===== src/rtl/thermo_pkg.sv =====
// -----------------------------------------------------------------------------
// thermo_pkg
// Shared definitions for the thermometer scan controller:
//   state_e  - controller FSM states (IDLE, SCAN, HOLD)
//   LEVEL_W  - width needed to hold a ones-count of 0..data_width
// -----------------------------------------------------------------------------
package thermo_pkg;

    typedef enum logic [1:0] {
        ST_IDLE = 2'd0,
        ST_SCAN = 2'd1,
        ST_HOLD = 2'd2
    } state_e;

    // Bits needed to represent every value 0..data_width inclusive.
    function automatic int LEVEL_W(input int data_width);
        return $clog2(data_width + 1);
    endfunction

endpackage


===== src/rtl/thermo_sat_counter.sv =====
// -----------------------------------------------------------------------------
// thermo_sat_counter
// Up-counter that sticks at all-ones instead of wrapping.
// Ports:
//   clk     - clock, rising edge
//   resetn  - asynchronous active-low reset, clears the count
//   inc     - add one this cycle (ignored once saturated)
//   count   - current tally
// -----------------------------------------------------------------------------
module thermo_sat_counter #(
    parameter int WIDTH = 16
) (
    input  logic             clk,
    input  logic             resetn,
    input  logic             inc,
    output logic [WIDTH-1:0] count
);

    logic [WIDTH-1:0] count_q;
    logic [WIDTH-1:0] count_d;

    always_comb begin
        count_d = count_q;
        if (inc && (count_q != '1)) begin
            count_d = count_q + WIDTH'(1);
        end
    end

    always_ff @(posedge clk or negedge resetn) begin
        if (!resetn) begin
            count_q <= '0;
        end else begin
            count_q <= count_d;
        end
    end

    assign count = count_q;

endmodule


===== src/rtl/thermometer_scan_controller.sv =====
// -----------------------------------------------------------------------------
// thermometer_scan_controller
// Accepts a code over a valid/ready handshake, walks it one bit per cycle
// (LSB first, always DATA_WIDTH cycles) to decide whether it is a legal
// thermometer code, then holds the verdict until the consumer takes it and
// tallies passes and fails in saturating counters.
//
// Optional feature macro: THERMO_INVERT_EN
//   defined   - runs of ones aligned to the MSB also pass
//   undefined - only runs of ones aligned to bit 0 pass
//
// Ports:
//   clk            - clock, rising edge
//   resetn         - asynchronous active-low reset
//   code_in        - candidate code, captured only on the input handshake
//   in_valid       - code_in valid
//   in_ready       - controller is idle and can accept a code
//   out_valid      - verdict valid
//   out_ready      - consumer accepts the verdict
//   is_thermometer - captured code was legal (0 while out_valid is 0)
//   level          - ones in a legal code, 0 when illegal or not valid
//   pass_count     - saturating count of legal verdicts delivered
//   fail_count     - saturating count of illegal verdicts delivered
// -----------------------------------------------------------------------------
module thermometer_scan_controller
    import thermo_pkg::*;
#(
    parameter int DATA_WIDTH = 8,
    parameter int CNT_WIDTH  = 16
) (
    input  logic                             clk,
    input  logic                             resetn,
    input  logic [DATA_WIDTH-1:0]            code_in,
    input  logic                             in_valid,
    output logic                             in_ready,
    output logic                             out_valid,
    input  logic                             out_ready,
    output logic                             is_thermometer,
    output logic [LEVEL_W(DATA_WIDTH)-1:0]   level,
    output logic [CNT_WIDTH-1:0]             pass_count,
    output logic [CNT_WIDTH-1:0]             fail_count
);

    localparam int            LW       = LEVEL_W(DATA_WIDTH);
    localparam logic [LW-1:0] LAST_IDX = LW'(DATA_WIDTH - 1);

    state_e                  state_q,     state_d;
    logic [DATA_WIDTH-1:0]   shift_q,     shift_d;
    logic [LW-1:0]           idx_q,       idx_d;
    logic [LW-1:0]           ones_q,      ones_d;
    logic                    seen_zero_q, seen_zero_d;
    logic                    lsb_bad_q,   lsb_bad_d;
`ifdef THERMO_INVERT_EN
    logic                    seen_one_q,  seen_one_d;
    logic                    msb_bad_q,   msb_bad_d;
`endif
    logic                    in_ready_q,  in_ready_d;
    logic                    out_valid_q, out_valid_d;
    logic                    is_therm_q,  is_therm_d;
    logic [LW-1:0]           level_q,     level_d;

    logic                    in_hs;
    logic                    out_hs;
    logic                    scan_bit;
    logic [LW-1:0]           ones_next;
    logic                    lsb_bad_next;
    logic                    pass_final;

    assign in_hs  = in_valid && in_ready_q;
    assign out_hs = out_valid_q && out_ready;

    always_comb begin
        // NOTE: every _d starts from its _q so no path through the case
        // leaves a variable unassigned, which would infer a latch.
        state_d     = state_q;
        shift_d     = shift_q;
        idx_d       = idx_q;
        ones_d      = ones_q;
        seen_zero_d = seen_zero_q;
        lsb_bad_d   = lsb_bad_q;
`ifdef THERMO_INVERT_EN
        seen_one_d  = seen_one_q;
        msb_bad_d   = msb_bad_q;
`endif
        in_ready_d  = in_ready_q;
        out_valid_d = out_valid_q;
        is_therm_d  = is_therm_q;
        level_d     = level_q;

        // Bit under examination this SCAN cycle; the shift register moves
        // the next bit into position 0 every cycle.
        scan_bit  = shift_q[0];
        ones_next = ones_q + LW'(scan_bit);

        // LSB-aligned rule: bit 0 must be 1, and no 1 may appear after a 0.
        lsb_bad_next = lsb_bad_q
                     | ((idx_q == '0) && !scan_bit)
                     | (scan_bit && seen_zero_q);

`ifdef THERMO_INVERT_EN
        // MSB-aligned rule: once a 1 is seen no 0 may follow, and the code
        // must be nonzero (checked on the final ones count).
        pass_final = !lsb_bad_next
                   || (!(msb_bad_q || (!scan_bit && seen_one_q)) && (ones_next != '0));
`else
        pass_final = !lsb_bad_next;
`endif

        case (state_q)
            ST_IDLE: begin
                if (in_hs) begin
                    state_d     = ST_SCAN;
                    shift_d     = code_in;
                    idx_d       = '0;
                    ones_d      = '0;
                    seen_zero_d = 1'b0;
                    lsb_bad_d   = 1'b0;
`ifdef THERMO_INVERT_EN
                    seen_one_d  = 1'b0;
                    msb_bad_d   = 1'b0;
`endif
                    in_ready_d  = 1'b0;
                end
            end

            ST_SCAN: begin
                shift_d     = shift_q >> 1;
                idx_d       = idx_q + LW'(1);
                ones_d      = ones_next;
                seen_zero_d = seen_zero_q | !scan_bit;
                lsb_bad_d   = lsb_bad_next;
`ifdef THERMO_INVERT_EN
                seen_one_d  = seen_one_q | scan_bit;
                msb_bad_d   = msb_bad_q | (!scan_bit && seen_one_q);
`endif
                // No early exit: the verdict always lands on the last bit,
                // giving a latency that does not depend on the code.
                if (idx_q == LAST_IDX) begin
                    state_d     = ST_HOLD;
                    out_valid_d = 1'b1;
                    is_therm_d  = pass_final;
                    level_d     = pass_final ? ones_next : '0;
                end
            end

            ST_HOLD: begin
                if (out_hs) begin
                    state_d     = ST_IDLE;
                    out_valid_d = 1'b0;
                    is_therm_d  = 1'b0;
                    level_d     = '0;
                    in_ready_d  = 1'b1;
                end
            end

            default: begin
                state_d     = ST_IDLE;
                in_ready_d  = 1'b1;
                out_valid_d = 1'b0;
                is_therm_d  = 1'b0;
                level_d     = '0;
            end
        endcase
    end

    always_ff @(posedge clk or negedge resetn) begin
        if (!resetn) begin
            state_q     <= ST_IDLE;
            shift_q     <= '0;
            idx_q       <= '0;
            ones_q      <= '0;
            seen_zero_q <= 1'b0;
            lsb_bad_q   <= 1'b0;
`ifdef THERMO_INVERT_EN
            seen_one_q  <= 1'b0;
            msb_bad_q   <= 1'b0;
`endif
            in_ready_q  <= 1'b1;
            out_valid_q <= 1'b0;
            is_therm_q  <= 1'b0;
            level_q     <= '0;
        end else begin
            // NOTE: non-blocking assignments so every flop samples the
            // pre-edge values, independent of statement order.
            state_q     <= state_d;
            shift_q     <= shift_d;
            idx_q       <= idx_d;
            ones_q      <= ones_d;
            seen_zero_q <= seen_zero_d;
            lsb_bad_q   <= lsb_bad_d;
`ifdef THERMO_INVERT_EN
            seen_one_q  <= seen_one_d;
            msb_bad_q   <= msb_bad_d;
`endif
            in_ready_q  <= in_ready_d;
            out_valid_q <= out_valid_d;
            is_therm_q  <= is_therm_d;
            level_q     <= level_d;
        end
    end

    assign in_ready       = in_ready_q;
    assign out_valid      = out_valid_q;
    assign is_thermometer = is_therm_q;
    assign level          = level_q;

    thermo_sat_counter #(.WIDTH(CNT_WIDTH)) u_pass_counter (
        .clk    (clk),
        .resetn (resetn),
        .inc    (out_hs && is_therm_q),
        .count  (pass_count)
    );

    thermo_sat_counter #(.WIDTH(CNT_WIDTH)) u_fail_counter (
        .clk    (clk),
        .resetn (resetn),
        .inc    (out_hs && !is_therm_q),
        .count  (fail_count)
    );

endmodule


===== config.mk =====
export PLATFORM = sky130hd
export DESIGN_NAME = thermometer_scan_controller
export DESIGN_NICKNAME = d
export VERILOG_FILES = /design/src/rtl/thermo_pkg.sv /design/src/rtl/thermo_sat_counter.sv /design/src/rtl/thermometer_scan_controller.sv
export SDC_FILE = /design/constraint.sdc
export NUM_CORES = 1
export LEC_CHECK = 0
export ABC_AREA = 1
export ABC_CLOCK_PERIOD_IN_PS = 2450
export CORE_MARGIN = 1.5
export CORE_UTILIZATION = 54
export DETAILED_ROUTE_END_ITERATION = 6
export PLACE_DENSITY = 0.8
export SYNTH_ARGS = -nofsm -noshare
export SYNTH_HDL_FRONTEND = slang
export SYNTH_SLANG_ARGS = --single-unit
export TNS_END_PERCENT = 50

===== constraint.sdc =====
create_clock -name clk -period 2.45 [get_ports clk]
set_clock_uncertainty 0.2 [all_clocks]
set_input_delay 0.245 -clock clk [delete_from_list [all_inputs] [get_ports clk]]
set_output_delay 0.245 -clock clk [all_outputs]
set_load 0.01 [all_outputs]

=== Yosys cells after proc, flatten, opt, wreduce, memory -nomap -nowiden ===
Cells that the tools add are included.

* Add/sub/neg operators: 4
* Equal/unequal tests: 8
* Multiplexer cells: 23
* Bitwise gates (word level): 5
* Reductions and logical operators: 18

{| class="wikitable"
|+ Operator list
! kind !! count
|-
| $add A16 B1 Y16 const B || 2
|-
| $ne A16 B16 Y1 const B || 2
|-
| $mux W4 || 4
|-
| $pmux W4 S2 || 2
|-
| $pmux W8 S2 || 1
|-
| $pmux W4 S3 || 1
|-
| $pmux W1 S3 || 3
|-
| $reduce_and A3 Y1 || 3
|-
| $logic_and A1 B1 Y1 || 8
|-
| $mux W8 || 1
|-
| $mux W2 || 3
|-
| $ne A2 B2 Y1 const B || 3
|-
| $pmux W2 S3 || 1
|-
| $mux W1 || 5
|-
| $add A4 B1 Y4 || 1
|-
| $add A4 B1 Y4 const B || 1
|-
| $eq A4 B3 Y1 const B || 1
|-
| $logic_not A4 Y1 || 1
|-
| $pmux W1 S2 || 2
|-
| $logic_not A1 Y1 || 3
|-
| $or A1 B1 Y1 || 3
|-
| $eq A2 B1 Y1 const B || 1
|-
| $eq A2 B2 Y1 const B || 1
|-
| $logic_not A2 Y1 || 1
|-
| 3 further kinds || 4
|}

* Bits in registers: 59
* Input port bits: 12
* Output and inout bits: 39
* Logic and storage cells: 70

=== Longest topological paths before layout ===
* Depth after elaboration: 7
* Gate-level depth with buffers: 9

=== Hierarchy ===
A second synthesis with hierarchy kept.

* Cell total of the unflattened synthesis: 456
* Area, all modules: 3459.6 sq um

{| class="wikitable"
|+ By module, submodules not included
! module !! times used !! cells an instance !! area an instance (sq um)
|-
| thermo_sat_counter || 2 || 149 || 1058.5
|-
| thermometer_scan_controller || 1 || 158 || 1342.5
|}

=== Worst setup path after synthesis ===
No wires, ideal clock.

* Path type: flip-flop to flip-flop
* Start point: register u_fail_counter.count_q[0] (netlist: u_fail_counter.count[0])
* End point: register u_fail_counter.count_q[3] (netlist: u_fail_counter.count[3])
* Arrival time: 1491 ps
* Slack: 642 ps
* Cell stages (with the launch flop): 10
* Path buffers: 1
* Clock period less this slack: 1808 ps
* Path through: dfrtp_1 ha_1 nand3_2 inv_1 nand2_2 o21ai_4 inv_2 buf_6 nand2_1 nand2_1

* Cells in the longest elaborated chain, start to end: 2
* Elaborated cells on any way between the ends: 3
* Classes of those cells: 1 x add/sub; 1 x eq/ne; 1 x reduce/logical

{| class="wikitable"
|+ RTL lines
! element !! RTL line !! RTL
|-
| start: declaration || thermo_sat_counter.sv:19 || <nowiki>logic [WIDTH-1:0] count_q;</nowiki>
|-
| start signal: assignment || thermo_sat_counter.sv:33 || <nowiki>count_q <= count_d;</nowiki>
|-
| branches (longest 2 deep; another with $add A16 B1 Y16) || n/a ||
|}

Several ways; the timed one is not identified.
A chain may end at the register's enable or synchronous reset.

=== Worst setup path in the final report ===
* Start point: register u_fail_counter.count_q[0] (netlist: u_fail_counter.count[0])
* End point: register u_fail_counter.count_q[15] (netlist: u_fail_counter.count[15])

Same word-level chain as after synthesis.

==> results.cfg <==
[clock_tree]
htreeDepth = 3
clk_latency_ns = 0.33
max-clock-path-buffers = 2
cts_made_buffers = 9
cts_tree = built
cts_setup_buffers = 0
cts.sink_count = 59
clk_transition_reported_paths_ns = 0.07
cts.root.buffer_cell = clkbuf_8

[synth]
synth_cell_types = 26
ys_ff_latch = 59
sequential_area_share_after_synthesis_pct = 45.6
netlist_top_cells_area = dfrtp_1 45%, nand2_1 20%, inv_1 4.8%, nor2_1 4.3%, nand3_1 4.2%
yosys_warnings = 0
synth_enable_flop_cells = 0
syn_avg_cell_area_sq_um = 7.50
most_used_standard_cell_by_instance_count_after_synthesis = nand2_1
synthDominantCellAreaShare_pct = 44.8
synth_top_cell_by_area = dfrtp_1
netlist_top_cells_count = 176 x nand2_1, 58 x dfrtp_1, 41 x inv_1
synth.cell_area_sq_mm = 0.00324
synth.net_count = 450
synth_cells = 432
synth_flop_cell = dfrtp_1
synthArstFlopShare_pct = 100

[layout]
ratio_of_cells_with_drive_above_1_in_the_final_layout_pct = 6.68
design.final.nets = 507
final_core_utilization_pct = 68.0
area.growth.synth_to_final_pct = 22.9
multiInputGateArea_sq_mm = 0.00153
register_area_sq_mm = 0.00148
fillers = 481
diode_insertion_count_for_antenna_repair = 0

[sta]
final-setup-viol-count = 0
final_hold_viol_count = 0
fin_setup_tns_ns = 0
slew_headroom_pct = 61.6
fmax_mhz = 467
timing_max_transition_violations_final = 0
finalCritPeriodShare_pct = 87.3
rsz_0062_raised_after_global_routing = no
worst_pin_slew_ns = 0.575
post-route-min-period_ns = 2.14

[power_and_ir_drop]
switching_share_pct = 35.9
vdd_ir_drop_max_mv = 0.692
power.clock.fraction_pct = 24.9
p_leak_nw = 1.82
pwr-share-comb_pct = 32.7
cell_internal_pwr_w = 0.00201
power.sequential.fraction_pct = 42.4
power.switching_w = 0.00113
power_density_mw_per_mm2 = 787

[global_route]
grt-ovfl-total = 0
grt_first_pass_wirelength_mm = 12.0
antenna_violations_before_repair = 0
grt_start_max_net_pins = 60
gr-usage-all-layers_pct = 23.8
first_global_vias = 2717

[place]
final_weighted_congestion_in_routability_driven_placement = 0.832
io_buf_count = 50
hpwlAfterDp_mm = 4.84

[floorplan]
floorplan.die_area_sq_mm = 0.00647
core_sq_mm = 0.00585
initial_utilization_pct = 55.3
rows = 28
ios = 51
fp.dieH_um = 80.4
die_width_um = 80.4

[worst_setup_path]
launching_instance_or_port_of_the_critical_path = u_fail_counter.count[0]
crit_end_category = flop
crit_required_ns = 2.47
timing.rr.start = u_fail_counter.count[0]
timing.setup.critical_path_class = flop to flop
path_max_fanout = 17
worst_ep_arrival_ns = 2.16
cp-start-kind = flop

[outcome]
run_status = finished, final reports clean

[routing]
dr_total_vias = 2895
drt-vias-per-instance = 5.09
wl_per_cell_um = 12.0
drtAntennaViolNets = 0
drtIter0Drc = 157
detailedRoute.firstPassIterationCount = 4
detail_route.drc_violations = 0
finalWirelength_mm = 6.83

[min_path]
worstHoldPathType = input pin to asynchronous set/reset pin

[flow_run]
drv.max_cap_violation_count = 0
[worst paths after layout]
check	slack, ns	to	cells past startpoint
max	0.31	u_fail_counter.count[15]	8
min	0.24	u_pass_counter.count[9]	3
max reg2reg	0.31	u_fail_counter.count[15]	8
min reg2reg	0.27	idx_q[3]	1
max in group asynchronous	1.48	in_ready	3
min in group clk	0.27	idx_q[3]	1
[cell usage in the layout, fill, tap and decap left out, types with 2 or more instances in the layout]
| cell type | count |
|---|---|
| o21ai_4 | 2 |
| nor2_1 | 37 |
| clkbuf_8 | 11 |
| clkinv_2 | 2 |
| o21ai_0 | 20 |
| inv_2 | 3 |
| clkdlybuf4s50_1 | 49 |
| nand4_1 | 12 |
| inv_1 | 41 |
| nor2_2 | 3 |
| nand2_1 | 176 |
| xor2_1 | 4 |
| o211ai_1 | 7 |
| a21oi_1 | 4 |
| clkbuf_1 | 3 |
| xnor2_1 | 14 |
| nand2_2 | 4 |
| buf_4 | 2 |
| ha_1 | 6 |
| dfrtp_1 | 58 |
| nand3_1 | 27 |
[per-layer routing]
metal | GRT usage (%) | share of wire, % | vias to the layer above
met3 | 4.66 | 3.5 | 10
li1 | - | - | 1473
met1 | 30.8 | 46 | 1354
met2 | 38.5 | 49 | 58
met4 | 11.0 | 1.4 | 0
met5 | 0 | 0 | -
[flip-flops by register name, summed over array words and instances (netlist names)]
register and flops:
idx_q 4, in_ready 1, is_thermometer 1, level 4
lsb_bad_q 1, ones_q 4, out_valid 1, seen_zero_q 1
shift_q 8, state_q 2, u_fail_counter.count 16, u_pass_counter.count 16
[per-stage QoR]
stage	hold WS, ns	setup slack (ns)	power [W]	cell area, sq um	cells
after global routing	0.275	0.145	0.00339	3980	569
after CTS	0.250	0.302	0.00316	3980	569
after floorplan	-0.251	0.642	0.00207	3240	432
after detailed placement	0.0769	0.337	0.00237	3800	552
final	0.239	0.310	0.00313	3980	569
after global placement	0.0708	0.381	0.00233	3800	552
[power groups by stage]
stage,clock network [W],logic [W],registers (W)
final,0.000781,0.00102,0.00133
after CTS,0.000801,0.00103,0.00133
after global routing,0.000852,0.00119,0.00136
after detailed placement,0,0.00103,0.00134
after global placement,0,0.000991,0.00133
after floorplan,0,0.000731,0.00133
[kinds of logic after synthesis]
kind of cell / share of synthesized area [%]
simple gates: 33.4
flops: 45.6
buf+inv: 7.11
compound gates: 6.68
xor+xnor: 4.87
fa+ha+maj: 2.32
[worst max-delay path: stages, from the launching register on]
cell and delay (ns):
dfrtp_1 0.45, ha_1 0.29, nand3_2 0.13, inv_1 0.11
nand2_2 0.07, o21ai_4 0.40, inv_2 0.21, nand2_1 0.11
nand2_1 0.05
[area by class of cell]
cell class              count  area share, %
clock buffers              14           4.09
clock inverters             2          0.251
inverters                  44           4.15
multi-input cells         321           38.4
flip-flops and latches     59           37.1
well taps                  75           2.36
repair buffers             54           13.6
[what timing repair did]
item                                   CTS  global route
endpoints found under the hold margin   59             0
resized for setup                        0             0
hold buffers                             1             0
Note: power is estimated with default switching activity, not from simulation.
